$ cat src/rtl/trcd_bist_tpg.sv
// -----------------------------------------------------------------------------
// trcd_bist_tpg
//
// Self-test pattern generator and sequencer for the trcd signature block (ORA).
// During a run it takes the place of the CPU as the writer into trcd. It first
// clears the ORA for one cycle and then issues NUM_PATTERNS address/data writes.
// The write stream comes from a 32-bit Galois LFSR that uses the same feedback
// as the ORA's MISR. After the last write it samples the ORA signature and
// compares it against GOLDEN.
//
// Control protocol (test controller side):
//   start and abort are plain levels that are sampled on every rising edge.
//   A run begins when start=1 is seen in IDLE or DONE. start is ignored while
//   busy. abort=1 forces IDLE from any state and takes priority over start.
//   There is no ready/acknowledge: the controller observes busy/done/pass.
//
// Ports:
//   clk              in   clock, rising-edge
//   rst              in   asynchronous active-high reset
//   start            in   begin a run (IDLE/DONE only)
//   abort            in   return to IDLE from any state
//   ora_clr          out  high for the single LOAD cycle; ORed into trcd's rst
//   mem_access_addr  out  [15:0] write address to trcd (pattern bits 31:16)
//   mem_write_data   out  [15:0] write data to trcd   (pattern bits 15:0)
//   mem_write_en     out  write strobe, high for exactly NUM_PATTERNS cycles
//   mem_read_data    in   [31:0] ORA signature from trcd
//   busy             out  high in LOAD, RUN and CHECK
//   done             out  high in DONE
//   pass             out  valid while done=1; signature matched GOLDEN
//   signature        out  [31:0] ORA value sampled in CHECK, held until LOAD
//
// Every output is a flop with asynchronous reset. A reset in the middle of a
// run therefore drops mem_write_en at once, with no partial or glitch write.
// -----------------------------------------------------------------------------
module trcd_bist_tpg #(
  parameter logic [31:0] SEED         = 32'h0000_0001,
  parameter logic [15:0] NUM_PATTERNS = 16'd256,
  parameter logic [31:0] GOLDEN       = 32'h0000_0000
) (
  input  logic        clk,
  input  logic        rst,
  input  logic        start,
  input  logic        abort,
  output logic        ora_clr,
  output logic [15:0] mem_access_addr,
  output logic [15:0] mem_write_data,
  output logic        mem_write_en,
  input  logic [31:0] mem_read_data,
  output logic        busy,
  output logic        done,
  output logic        pass,
  output logic [31:0] signature
);

  // State encoding. state_q is a plain named signal so that checkers can bind
  // to it directly.
  typedef enum logic [2:0] {
    ST_IDLE  = 3'd0,
    ST_LOAD  = 3'd1,
    ST_RUN   = 3'd2,
    ST_CHECK = 3'd3,
    ST_DONE  = 3'd4
  } state_t;

  // The RUN exit is taken on the last pattern index, so cnt never has to hold
  // NUM_PATTERNS as the compare value and the 16-bit counter cannot wrap.
  localparam logic [15:0] LAST_IDX = NUM_PATTERNS - 16'd1;

  state_t      state_q;
  state_t      state_d;

  logic [31:0] lfsr_q;
  logic [31:0] lfsr_d;
  logic [15:0] cnt_q;
  logic [15:0] cnt_d;

  // Next values for the registered outputs.
  logic        ora_clr_d;
  logic        write_en_d;
  logic [15:0] addr_d;
  logic [15:0] data_d;
  logic        busy_d;
  logic        done_d;
  logic        pass_d;
  logic [31:0] signature_d;

  // Pattern that will be on the bus in the next cycle, when that cycle is RUN.
  logic [31:0] next_pattern;

  // Galois step with the same taps as the ORA MISR feedback.
  function automatic logic [31:0] lfsr_step(input logic [31:0] s);
    lfsr_step = {s[30:22], s[31] ^ s[21], s[20:2],
                 s[31] ^ s[1], s[31] ^ s[0], s[31]};
  endfunction

  // ---------------------------------------------------------------------------
  // State register
  // ---------------------------------------------------------------------------
  always_ff @(posedge clk or posedge rst) begin
    if (rst) begin
      state_q <= ST_IDLE;
    end else begin
      state_q <= state_d;
    end
  end

  // ---------------------------------------------------------------------------
  // Next-state logic
  // ---------------------------------------------------------------------------
  always_comb begin
    state_d = state_q;
    if (abort) begin
      state_d = ST_IDLE;
    end else begin
      case (state_q)
        ST_IDLE:  if (start) state_d = ST_LOAD;
        ST_LOAD:  state_d = ST_RUN;
        ST_RUN:   if (cnt_q == LAST_IDX) state_d = ST_CHECK;
        ST_CHECK: state_d = ST_DONE;
        ST_DONE:  if (start) state_d = ST_LOAD;
        default:  state_d = ST_IDLE;
      endcase
    end
  end

  // ---------------------------------------------------------------------------
  // Output / datapath logic
  //
  // The outputs are registered. Their next values therefore follow the state
  // being entered (state_d), so each output is valid throughout the cycle it
  // describes. The LFSR holds s_cnt while in RUN. Entering RUN from LOAD puts
  // s_0 = SEED on the bus. Each following RUN cycle puts f(lfsr), which is
  // s_(cnt+1), on the bus.
  // ---------------------------------------------------------------------------
  always_comb begin
    next_pattern = (state_q == ST_LOAD) ? SEED : lfsr_step(lfsr_q);

    lfsr_d      = lfsr_q;
    cnt_d       = cnt_q;
    ora_clr_d   = 1'b0;
    write_en_d  = 1'b0;
    addr_d      = 16'h0000;
    data_d      = 16'h0000;
    busy_d      = 1'b0;
    done_d      = 1'b0;
    pass_d      = 1'b0;
    signature_d = signature;

    // Outputs for the cycle being entered. IDLE, including after an abort,
    // leaves everything at zero except the held signature.
    case (state_d)
      ST_LOAD: begin
        ora_clr_d = 1'b1;
        busy_d    = 1'b1;
      end
      ST_RUN: begin
        write_en_d = 1'b1;
        busy_d     = 1'b1;
        addr_d     = next_pattern[31:16];
        data_d     = next_pattern[15:0];
      end
      ST_CHECK: begin
        busy_d = 1'b1;
      end
      ST_DONE: begin
        done_d = 1'b1;
        // Compare once, on the CHECK->DONE edge, then hold.
        pass_d = (state_q == ST_CHECK) ? (mem_read_data == GOLDEN) : pass;
      end
      default: ;
    endcase

    // Work done in the current cycle.
    case (state_q)
      ST_LOAD: begin
        lfsr_d      = SEED;
        cnt_d       = 16'd0;
        signature_d = 32'h0000_0000;
      end
      ST_RUN: begin
        lfsr_d = lfsr_step(lfsr_q);
        cnt_d  = cnt_q + 16'd1;
      end
      ST_CHECK: begin
        // The ORA absorbed the last write at the end of the final RUN cycle.
        // Its value here is the run's signature. An abort in this cycle
        // discards the sample.
        if (!abort) signature_d = mem_read_data;
      end
      default: ;
    endcase
  end

  // ---------------------------------------------------------------------------
  // Datapath and output registers
  // ---------------------------------------------------------------------------
  always_ff @(posedge clk or posedge rst) begin
    if (rst) begin
      lfsr_q          <= SEED;
      cnt_q           <= 16'd0;
      ora_clr         <= 1'b0;
      mem_write_en    <= 1'b0;
      mem_access_addr <= 16'h0000;
      mem_write_data  <= 16'h0000;
      busy            <= 1'b0;
      done            <= 1'b0;
      pass            <= 1'b0;
      signature       <= 32'h0000_0000;
    end else begin
      lfsr_q          <= lfsr_d;
      cnt_q           <= cnt_d;
      ora_clr         <= ora_clr_d;
      mem_write_en    <= write_en_d;
      mem_access_addr <= addr_d;
      mem_write_data  <= data_d;
      busy            <= busy_d;
      done            <= done_d;
      pass            <= pass_d;
      signature       <= signature_d;
    end
  end

endmodule

$ cat config.mk
export PLATFORM = sky130hd
export DESIGN_NAME = trcd_bist_tpg
export DESIGN_NICKNAME = d
export VERILOG_FILES = /design/src/rtl/trcd_bist_tpg.sv
export SDC_FILE = /design/constraint.sdc
export NUM_CORES = 1
export LEC_CHECK = 0
export BUFFER_PORTS_ARGS = -buffer_cell sky130_fd_sc_hd__buf_4
export CAP_MARGIN = 20
export CORE_MARGIN = 5
export CORE_UTILIZATION = 53
export DETAILED_ROUTE_END_ITERATION = 8
export PLACE_DENSITY = 0.79
export SLEW_MARGIN = 20
export SYNTH_ARGS = -nofsm -noshare
export SYNTH_HDL_FRONTEND = slang
export SYNTH_SLANG_ARGS = --single-unit
$ cat constraint.sdc
create_clock -name clk -period 4.5 [get_ports clk]
set_input_delay 0.225 -clock clk [delete_from_list [all_inputs] [get_ports clk]]
set_output_delay 0.225 -clock clk [all_outputs]
set_load 0.02 [all_outputs]
==> flow_summary.yaml <==
routing:
  antenna_violating_nets_post_route: 0
  post-route-drc-count: 0
  route.vias.total: 3632
  route.detailed.vias_per_inst: 5.55
  routed_wirelength_normalized_by_instance_count_um: 17.6
  drt_first_iter_violations: 145
  drtPass1Iterations: 5
  routed_wirelength_um: 11500
placement:
  globalplace.congestion: 0.772
  placement.io_buffers: 104
  placed_cell_area_um2: 5370
  place_ws_ps: 1920
  place_hpwl_um: 6570
synthesis:
  synth_top_cells_by_count: "sky130_fd_sc_hd__dfrtp_1, sky130_fd_sc_hd__nand2_1, sky130_fd_sc_hd__o21ai_0"
  synth.distinct_cells: 39
  yosys_warnings: 0
  netlist.area_leader.share: 0.653
  synth_area_per_cell_um2: 11.3
  yosys-top-cells-area: "sky130_fd_sc_hd__dfrtp_1, sky130_fd_sc_hd__a22o_1, sky130_fd_sc_hd__nand2_1"
  synth-edff-count: 0
  netlist.top_cell.by_area: "sky130_fd_sc_hd__dfrtp_1"
  synthesis.instances: 402
  syn_area_um2: 4560
  yosysMostFrequentCell: "sky130_fd_sc_hd__dfrtp_1"
  postSynth.asyncResetShare: 1.00
  synth_top_flop_cell: "sky130_fd_sc_hd__dfrtp_1"
  postSynthNetCount: 439
  synth_sequential_area_ratio: 0.659
  synth.ff_latch_count: 120
worst_setup_path:
  crit_path_cell_trace: "or3b_1 > or3_1 > o211ai_4 > nor2_1"
  crit_fanout: 33
  worst_path_dominant_cell_family: "simple AND/OR/NAND/NOR gates"
  timing.critical_path.from_type: "flop"
  critical_path_class: "flop to flop"
  worst_setup_end_kind: "flop"
  cpMaxStageDelayCell: "sky130_fd_sc_hd__o211ai_4"
  rr_endpoint: "mem_write_data[8]"
  r2r_cells: 4
  critPathRequiredTime_ps: 4850
  timing.critical_path.buf_inv: 0
  rrSetupSlack_ps: 1850
  timing.critical_path.slowest_cell_delay_ps: 790
  reg2reg_from: "state_q[1]"
  worst-endpoint-arrival_ps: 3000
clock_network:
  htreeDepth: 4
  clock-root-buffer: "sky130_fd_sc_hd__clkbuf_8"
  clkSinkCount: 120
  clock_tree_from_tritoncts: "built"
  tritoncts.num_buffers: 17
  path_clk_slew_ps: 60
  post_cts.repair.setup_buffers: 0
  max-clock-path-buffers: 2
  worst_skew_pair.late_latency_ps: 510
sta:
  max_slew.worst_pin.slew_ps: 944
  unrepaired_setup_endpoints_after_global_routing: "no"
  timing.slew.headroom: 0.368
  final-max-slew-violation-count: 0
  postLayoutSetupSlackWorst_ps: 1850
  max_freq_mhz: 378
  timing.final.crit_period_ps: 2650
  final-hold-violation-count: 0
  final_skew_ps: 9.73
  setup_viol: 0
  tns_ps: 0
  final_min_period_over_clock_period: 0.588
die:
  die-area_um2: 10600
  die_width_um: 103
  boundaryPins: 105
  placement_rows: 33
  area_inside_the_core_boundary_um2: 8300
  die_y_um: 103
  starting_utilization_of_the_core_area: 0.549
power_and_ir_drop:
  comb_power_share: 0.100
  seq_power_share: 0.426
  power.clock.fraction: 0.474
  leakage_dissipation_nw: 3.06
  power_switching_mw: 0.667
  power_report.internal_total_mw: 2.06
  sw_frac_of_total: 0.245
  areal_power_density_over_the_cells_nw_per_um2: 433
  power.total_mw: 2.72
  vdd_drop_max_v: 0.000336
grt:
  grt_max_degree: 75
  globalRouteTotalUtil: 0.234
  initial_antenna_violation_count: 0
  first_pass_grt_wire_length_um: 18500
  via_count_of_the_first_global_routing_pass: 3788
  globalRoute.totalOverflow: 0
finish:
  final_nets: 573
  fillers: 493
  layout_area_growth_over_synthesis_pct: 38.0
  layout-drive-gt1-share: 0.270
  antenna-diode-count: 0
  fin_area_um2: 6290
min_path:
  start_point_of_the_worst_hold_path: "start"
  hold_path_end: "done"
  hold_class: "input port to flop"
  holdPathStages: 4
run_status:
  status: "finished, final reports clean"
flow_run:
  maximum_capacitance_violations: 0
==> cell families (layout without fill, tap and decap cells) <==
family,after synthesis,count (layout),synth area share
and+or+nand+nor,151,151,0.145
DFF,120,120,0.659
AOI/OAI and AO/OA,91,91,0.143
buffers and inverters,31,178,0.0346
xor gates and xnor gates,5,5,0.00961
muxes,3,3,0.00659
adders and majority gates,1,1,0.00274
==> metal layers <==
layer  global-route usage  part of all wire  vias up
met1                0.286              0.41     1755
met5                    0                 0        -
li1                     -                 -     1687
met2                0.373              0.49      145
met4                0.132             0.041        0
met3               0.0670             0.061       45
==> power groups by stage <==
stage | Combinational, mW | Clock, mW | Sequential, mW
after floorplan | 0.122 | 0 | 1.20
after global placement | 0.236 | 0 | 1.17
after detailed placement | 0.241 | 0 | 1.18
after CTS | 0.268 | 1.30 | 1.16
after global routing | 0.297 | 1.37 | 1.17
final | 0.272 | 1.29 | 1.16
==> stage by stage <==
stage	hold WS, ps	utilization	std cells
after floorplan	358	-	402
after global placement	452	0.646	587
after detailed placement	456	0.647	587
after CTS	32.7	0.757	653
after global routing	43.5	0.758	654
final	57.2	0.758	654
==> worst max path at each step <==
stage | end | cells after the start | slack, ps | startpoint
2_1_floorplan | busy | 1 | 1090 | rst
4_1_cts | mem_write_data[8] | 4 | 1870 | state_q[1]
3_5_place_dp | mem_write_data[3] | 4 | 1920 | state_q[1]
3_3_place_gp | mem_write_data[9] | 4 | 2020 | state_q[0]
5_1_grt | mem_write_data[8] | 4 | 1690 | state_q[1]
6_report | mem_write_data[8] | 4 | 1850 | state_q[1]
==> flip-flops by register name, summed over array words and instances (netlist names) <==
signal           count
busy                 1
cnt_q               16
done                 1
lfsr_q              32
mem_access_addr     16
mem_write_data      16
mem_write_en         1
ora_clr              1
pass                 1
signature           32
state_q              3
==> worst reg2reg max path, cell delays in order, from the launching register on <==
cell	delay, ps
sky130_fd_sc_hd__dfrtp_1	480
sky130_fd_sc_hd__or3b_1	530
sky130_fd_sc_hd__or3_1	530
sky130_fd_sc_hd__o211ai_4	790
sky130_fd_sc_hd__nor2_1	150
==> area by class of cell <==
type / instances / area (um^2) / area share
sequential: 120 / 3000 / 0.477
multi-input combinational: 251 / 1410 / 0.224
timing repair buffer: 142 / 1160 / 0.184
clock buffer: 21 / 449 / 0.0714
tap: 105 / 131 / 0.0209
clock inverter: 11 / 123 / 0.0195
inverter: 4 / 17.5 / 0.00278
==> repair_timing <==
item / 4_1_cts / 5_1_grt
endpoints found under the hold margin: 110 / 0
hold buffers: 34 / 0
resized for setup: 0 / 0
endpoints found under the setup margin: 0 / 0
==> cell usage in the layout (no fill, tap or decap), types with 2 or more instances in the layout <==
cell	Yosys	routed
sky130_fd_sc_hd__o211ai_1	4	4
sky130_fd_sc_hd__o41ai_1	2	2
sky130_fd_sc_hd__nor4_1	13	13
sky130_fd_sc_hd__nand4_1	5	5
sky130_fd_sc_hd__clkbuf_1	20	2
sky130_fd_sc_hd__xor2_1	2	2
sky130_fd_sc_hd__a21oi_1	3	3
sky130_fd_sc_hd__clkbuf_16	0	16
sky130_fd_sc_hd__nand3_1	7	7
sky130_fd_sc_hd__xnor2_1	3	3
sky130_fd_sc_hd__nand2_1	76	76
sky130_fd_sc_hd__or2_2	2	2
sky130_fd_sc_hd__nor2_1	35	34
sky130_fd_sc_hd__a22o_1	35	35
sky130_fd_sc_hd__o31ai_1	4	4
sky130_fd_sc_hd__clkinv_2	0	3
sky130_fd_sc_hd__clkbuf_8	0	3
sky130_fd_sc_hd__o311ai_0	2	2
sky130_fd_sc_hd__dlygate4sd3_1	0	34
sky130_fd_sc_hd__buf_4	1	107
sky130_fd_sc_hd__bufinv_16	0	2
sky130_fd_sc_hd__mux2i_1	3	3
sky130_fd_sc_hd__nor2b_1	2	2
sky130_fd_sc_hd__inv_1	3	2
sky130_fd_sc_hd__clkinvlp_4	0	4
sky130_fd_sc_hd__nor3_1	3	3
sky130_fd_sc_hd__dfrtp_1	119	119
sky130_fd_sc_hd__o21ai_0	36	36
Note: power is estimated with default switching activity, not from simulation.
